--- src/rtl/trace_stage_arbiter.sv ---
// rtl/trace_stage_arbiter.sv - merges IF/ID/EX trace elements into one ordered FWFT stream
module trace_stage_arbiter #(
  parameter int TRACE_W    = 64,
  parameter int FIFO_DEPTH = 8,
  parameter int CNT_W      = 16
) (
  input  logic                          clk,
  input  logic                          rst,
  input  logic                          flush_i,
  input  logic                          if_data_ready,
  input  logic [TRACE_W-1:0]            if_data_in,
  input  logic                          id_data_ready,
  input  logic [TRACE_W-1:0]            id_data_in,
  input  logic                          ex_data_ready,
  input  logic [TRACE_W-1:0]            ex_data_in,
  output logic [TRACE_W-1:0]            trace_o,
  output logic                          trace_valid_o,
  input  logic                          trace_ready_i,
  output logic [2:0]                    slot_full_o,
  output logic [$clog2(FIFO_DEPTH):0]   fifo_level_o,
  output logic                          overflow_o,
  output logic [CNT_W-1:0]              drop_count_o
);
  localparam int AW = $clog2(FIFO_DEPTH);
  localparam int LW = AW + 1;
  localparam logic [LW-1:0]    DEPTH_L = LW'(FIFO_DEPTH);
  localparam logic [CNT_W+1:0] CNT_MAX = {2'b00, {CNT_W{1'b1}}};

  logic [2:0]         slot_full;
  logic [TRACE_W-1:0] slot_data [3];
  logic [2:0]         src_ready;
  logic [TRACE_W-1:0] src_data [3];
  logic [TRACE_W-1:0] mem [FIFO_DEPTH];
  logic [AW-1:0]      wr_ptr;
  logic [AW-1:0]      rd_ptr;
  logic [LW-1:0]      level;
  logic [1:0]         rr;
  logic               overflow;
  logic [CNT_W-1:0]   drop_count;

  logic               pop;
  logic               push_ok;
  logic               grant_valid;
  logic [1:0]         grant_idx;
  logic [2:0]         grant_oh;
  logic [2:0]         cand;
  logic [2:0]         load;
  logic [2:0]         drop;
  logic [1:0]         drop_n;
  logic [CNT_W+1:0]   drop_sum;

  assign src_ready   = {ex_data_ready, id_data_ready, if_data_ready};
  assign src_data[0] = if_data_in;
  assign src_data[1] = id_data_in;
  assign src_data[2] = ex_data_in;

  assign trace_valid_o = (level != '0);
  assign pop           = trace_valid_o && trace_ready_i;
  assign push_ok       = (level < DEPTH_L) || pop;

  // Scan from the farthest candidate back to rr so the nearest full slot wins.
  always_comb begin
    grant_valid = 1'b0;
    grant_idx   = 2'd0;
    cand        = 3'd0;
    if (push_ok) begin
      for (int k = 2; k >= 0; k--) begin
        cand = {1'b0, rr} + 3'(k);
        if (cand >= 3'd3) cand = cand - 3'd3;
        if (slot_full[cand[1:0]]) begin
          grant_valid = 1'b1;
          grant_idx   = cand[1:0];
        end
      end
    end
  end

  assign grant_oh = grant_valid ? (3'b001 << grant_idx) : 3'b000;

  always_comb begin
    load = 3'b000;
    drop = 3'b000;
    for (int i = 0; i < 3; i++) begin
      load[i] = src_ready[i] && (!slot_full[i] || grant_oh[i]);
      drop[i] = src_ready[i] && slot_full[i] && !grant_oh[i];
    end
  end

  assign drop_n   = {1'b0, drop[0]} + {1'b0, drop[1]} + {1'b0, drop[2]};
  assign drop_sum = {2'b00, drop_count} + {{CNT_W{1'b0}}, drop_n};

  always_ff @(posedge clk or negedge rst) begin
    if (!rst) begin
      slot_full  <= 3'b000;
      for (int i = 0; i < 3; i++) slot_data[i] <= '0;
      wr_ptr     <= '0;
      rd_ptr     <= '0;
      level      <= '0;
      rr         <= 2'd0;
      overflow   <= 1'b0;
      drop_count <= '0;
    end else if (flush_i) begin
      slot_full <= 3'b000;
      wr_ptr    <= '0;
      rd_ptr    <= '0;
      level     <= '0;
      rr        <= 2'd0;
    end else begin
      for (int i = 0; i < 3; i++) begin
        if (load[i]) begin
          slot_full[i] <= 1'b1;
          slot_data[i] <= src_data[i];
        end else if (grant_oh[i]) begin
          slot_full[i] <= 1'b0;
        end
      end
      if (grant_valid) begin
        wr_ptr <= wr_ptr + 1'b1;
        rr     <= (grant_idx == 2'd2) ? 2'd0 : grant_idx + 2'd1;
      end
      if (pop) rd_ptr <= rd_ptr + 1'b1;
      if (grant_valid && !pop)      level <= level + 1'b1;
      else if (!grant_valid && pop) level <= level - 1'b1;
      if (|drop) begin
        overflow   <= 1'b1;
        drop_count <= (drop_sum > CNT_MAX) ? {CNT_W{1'b1}} : drop_sum[CNT_W-1:0];
      end
    end
  end

  // Storage needs no reset: nothing is visible until the level says so.
  always_ff @(posedge clk) begin
    if (rst && !flush_i && grant_valid) mem[wr_ptr] <= slot_data[grant_idx];
  end

  assign trace_o      = trace_valid_o ? mem[rd_ptr] : '0;
  assign slot_full_o  = slot_full;
  assign fifo_level_o = level;
  assign overflow_o   = overflow;
  assign drop_count_o = drop_count;
endmodule

--- config.mk ---
export PLATFORM = sky130hd
export DESIGN_NAME = trace_stage_arbiter
export DESIGN_NICKNAME = d
export VERILOG_FILES = /design/src/rtl/trace_stage_arbiter.sv
export SDC_FILE = /design/constraint.sdc
export NUM_CORES = 1
export LEC_CHECK = 0
export ABC_CLOCK_PERIOD_IN_PS = 18600
export CAP_MARGIN = 20
export CORE_ASPECT_RATIO = 1.4
export CORE_UTILIZATION = 62
export DETAILED_ROUTE_END_ITERATION = 8
export PLACE_DENSITY = 0.87
export REMOVE_ABC_BUFFERS = 1
export SLEW_MARGIN = 10
export SYNTH_ARGS = -nofsm -noshare
export SYNTH_HDL_FRONTEND = slang
export SYNTH_SLANG_ARGS = --single-unit
--- constraint.sdc ---
create_clock -name clk -period 18.6 [get_ports clk]
set_input_delay 3.72 -clock clk [delete_from_list [all_inputs] [get_ports clk]]
set_output_delay 3.72 -clock clk [all_outputs]
set_load 0.01 [all_outputs]
==> results by stage <==
Place:
- In this run the tool buffered the top-level ports with ~290 buffer cells.
- Summed over all nets, the half-perimeter wirelength after detailed placement is 39400 um.
- The routability congestion estimate is slightly below 0.9.

Clocking:
- The clock root buffer is clkbuf_16.
- After clock tree synthesis, the clock-pin slew on the worst setup and hold paths is 70 ps.
- Buffers added to address setup during post-CTS repair amount to 0.
- Buffers inserted to repair hold after CTS numbered 0.
- Once the clock tree was built, the resizer swapped 0 gates to a different size.
- The number of H-tree levels is 3.
- Counting every sink on the clock net gives 736.
- Clock latency on the worst-skew pair, taken at its later pin, is 600 ps.
- The CTS tree is built.
- The clock tree buffer depth is 3.
- Counting the buffers created by CTS gives 69.

Power and ir drop:
- Of the total power, registers draw between 40 and 50%.
- Of the total power, the share spent switching nets is 30.7%.
- The analysis attributes to net switching a power of 1.64 mW.
- Combinational logic is responsible for about 30% of the overall power.
- The internal portion of the total power is around 3.7 mW.
- VDD sags by at most 172 uV.
- In this run the power density over the cells is about 150 nW/um2.
- The clock share of power is 26.2%.
- The leakage component of the power is 12.9 nW.
- Power comes to 5.36 mW.

Hold path:
- The class of the worst hold path is register to register.
- In this run the most critical hold path is launched from slot_data[9].

Synthesis:
- The number of synthesis warnings is 0.
- The synthesized instance count is 1679.
- The number of synthesized register bits is between 700 and 800.
- After synthesis, the cell types taking the most area are edfxtp_1 51%, dfrtp_1 19%, mux4_2 9.6%, mux2_2 5.4%, mux2_4 3.1%.
- The proportion of synthesized chip area in sequential cells is 69.8%.
- The dominant cell type by area after synthesis is edfxtp_1.
- The top-area cell type share of the netlist area is 51.1%.
- The number of distinct library cells after synthesis is 60.
- The most used flip-flop cell after synthesis is edfxtp_1.
- The synthesized netlist occupies a cell area of between 30000 and 40000 um2.
- A synthesized cell averages 17.9 um2.
- After synthesis, the most frequently instantiated cells are 512 x edfxtp_1, 224 x dfrtp_1, 154 x nand2_1, 144 x mux2_2, 128 x mux4_2.
- The most frequently used cell type in the post-synthesis netlist is edfxtp_1.
- In this run, synthesis inferred approximately 510 flip-flops with an integrated enable.
- The proportion of synthesized flip-flops having asynchronous set or reset is 30.4%.

Timing:
- The maximum clock rate is 123 MHz.
- The normalized max-slew margin is a little over a fifth.
- Across all hold checks on the routed design, the worst slack comes to 507 ps.
- For the pin with the worst max-slew slack, the measured transition is 1170 ps.
- The clock period could shrink to 8130 ps.
- The number of failing hold endpoints at the final stage was 0.
- The total of endpoints with negative setup slack in the final report is 0.
- The worst setup skew after layout is 26.1 ps.
- Setup repair after global routing left no endpoint under its margin.
- The accumulated negative setup slack is 0 ps.
- After layout, the worst path uses approximately 44% of the clock period.
- The number of max-slew violations in the final report is 0.

Global routing:
- The via count of the first global-routing pass is about 18k.
- The aggregate global routing overflow is 0.
- The largest net degree at the start of global routing is 86.
- The number of antenna violations at the first check in global routing is 1.
- The wire length of the first global-routing pass is 109000 um.
- The global-route total usage across every layer is approximately 30%.

Finish:
- The net count of the finished layout is 2183.
- The synthesis-to-layout area growth is 19.0%.
- Cells with a size suffix above 1 make up 24.2% of the layout.

Floorplanning:
- Measured along the x axis, the die boundary spans ~190 um.
- After floorplanning, the core was divided into 95 placement rows.
- The total area inside the core boundary comes to 47900 um2.
- Once the floorplan was initialized, standard cells occupied 62.8% of the core.
- The die covers 49400 um2.
- In this run the vertical extent of the chip is approximately 260 um.
- The count of pins on the block boundary is approximately 290.

Drt:
- The violation count after the first detailed-route iteration is approximately 1.5k.
- The detail-routed via count per cell is 6.35.
- For this run, design rule violations remaining after detail routing come to 0.
- For this block, the routed nets add up to 71700 um of wire.
- Once detail routing completed, the nets flagged for antenna violations numbered 0.
- The final route contains 16.8k vias.
- The detailed-router iteration count before antenna repair is 6.
- In the final routed layout, each cell accounts on average for between 20 and 30 um.

Critical path:
- The critical path contains buffers and inverters numbering 4 combined.
- The worst register-to-register path begins at rr[1].
- STA puts the critical path data required time at 19130 ps.
- The source of the critical timing path is trace_ready_i.
- Along the worst path, the maximum fanout reaches 66.
- Traced cell by cell, the critical path runs through clkdlybuf4s50_1 -> nor2b_1 -> a21oi_2 -> o211a_4 -> buf_4 -> o311ai_0 -> fa_1 -> inv_1 -> ha_1 -> inv_1 -> fa_1 -> nor4_1 -> nand4_1 -> o21ai_0 -> a21o_1 -> o221a_2.
- Grouping stages by cell kind, the critical path spends the most delay in compound AO/OA/AOI/OAI gates.
- Data arrives at the worst endpoint at slightly below 9000 ps.
- STA classifies the critical path startpoint as a primary input.
- The critical path is of the primary input to register type.
- The type of element capturing the critical path is a register.
- The slowest library cell on the worst path is buf_4.
- For this run, the slowest stage of the critical path takes 710 ps.

Job:
- Max-cap violations in this run came to 0.

Status:
- The flow ran to the end, and the final reports show no timing, DRC or antenna violations.
==> cell type report <==
type	count	area (um2)
diodes	1	2.50
clock buffers	87	1890
clock inverters	36	344
fillers	2564	12100
inverters	19	71.3
multi-input cells	833	8600
flip-flops and latches	736	21000
well taps	630	788
repair buffers	313	3110
==> path summary, 6_finish.rpt <==
kind / to / slack (ps) / depth (start not counted)
worst max-delay path: drop_count_o[3] / 10470 / 16
worst min-delay path: slot_data[9] / 510 / 1
worst max register to register: drop_count_o[3] / 13150 / 17
worst min register to register: slot_data[9] / 510 / 1
max in group asynchronous: slot_data[25] / 14010 / 2
min in group asynchronous: slot_data[139] / 3120 / 1
==> power by group through the flow <==
stage               logic, mW  clock network, mW  registers [mW]
finish                   1.59               1.40            2.36
global route             1.70               1.47            2.38
CTS                      1.59               1.42            2.36
detailed placement       1.55                  0            2.38
global placement         1.49                  0            2.37
floorplan               0.964                  0            2.39
==> cells in the final DEF (no fill, tap or decap), types with 7 or more instances in the layout <==
cell type          n
clkbuf_1          11
nor2_1            84
nor2b_1            7
buf_4             24
clkinv_2           9
mux2_4            62
inv_1             18
edfxtp_1         512
clkbuf_16         71
mux2i_1           69
nand2_1          154
a21o_1             9
a22oi_1           66
mux2_2           144
dfrtp_1          221
a21oi_1           12
clkinv_1          12
ha_1               9
mux4_2           128
clkdlybuf4s50_1  286
==> metal layers <==
| metal | up-vias | track usage, % | wire length, um |
|---|---|---|---|
| li1 | 7070 | - | - |
| met1 | 8717 | 35.9 | 24900 |
| met2 | 887 | 52.3 | 38100 |
| met3 | 175 | 4.51 | 5440 |
| met4 | 0 | 14.5 | 3250 |
| met5 | - | 0 | 0 |
==> metrics by stage <==
stage | cells | util [%] | cell area [um2] | setup slack (ps)
2_1_floorplan | 1588 | - | 29600 | 8960
3_3_place_gp | 2529 | 69.9 | 33500 | 10130
3_5_place_dp | 2529 | 69.9 | 33500 | 9940
4_1_cts | 2652 | 74.6 | 35700 | 10530
5_1_grt | 2655 | 74.7 | 35800 | 10130
6_report | 2655 | 74.7 | 35800 | 10470
==> flip-flops by register name, indices dropped and copies added, names as in the netlist <==
name	cells
rd_ptr	3
mem	512
slot_data	192
drop_count_o	16
overflow_o	1
rr	2
slot_full_o	3
fifo_level_o	4
wr_ptr	3
==> cell families (layout without fill, tap and decap cells) <==
| family | after synthesis | after routing | share of synthesized area (%) |
|---|---|---|---|
| flops | 736 | 736 | 69.8 |
| buf+inv | 110 | 455 | 1.92 |
| compound gates | 127 | 127 | 3.23 |
| other cells | 0 | 1 | 0 |
| simple gates | 284 | 284 | 3.90 |
| xor+xnor | 6 | 6 | 0.175 |
| fa+ha+maj | 12 | 12 | 0.574 |
| mux | 404 | 404 | 20.4 |
(Power assumes the default switching activity.)
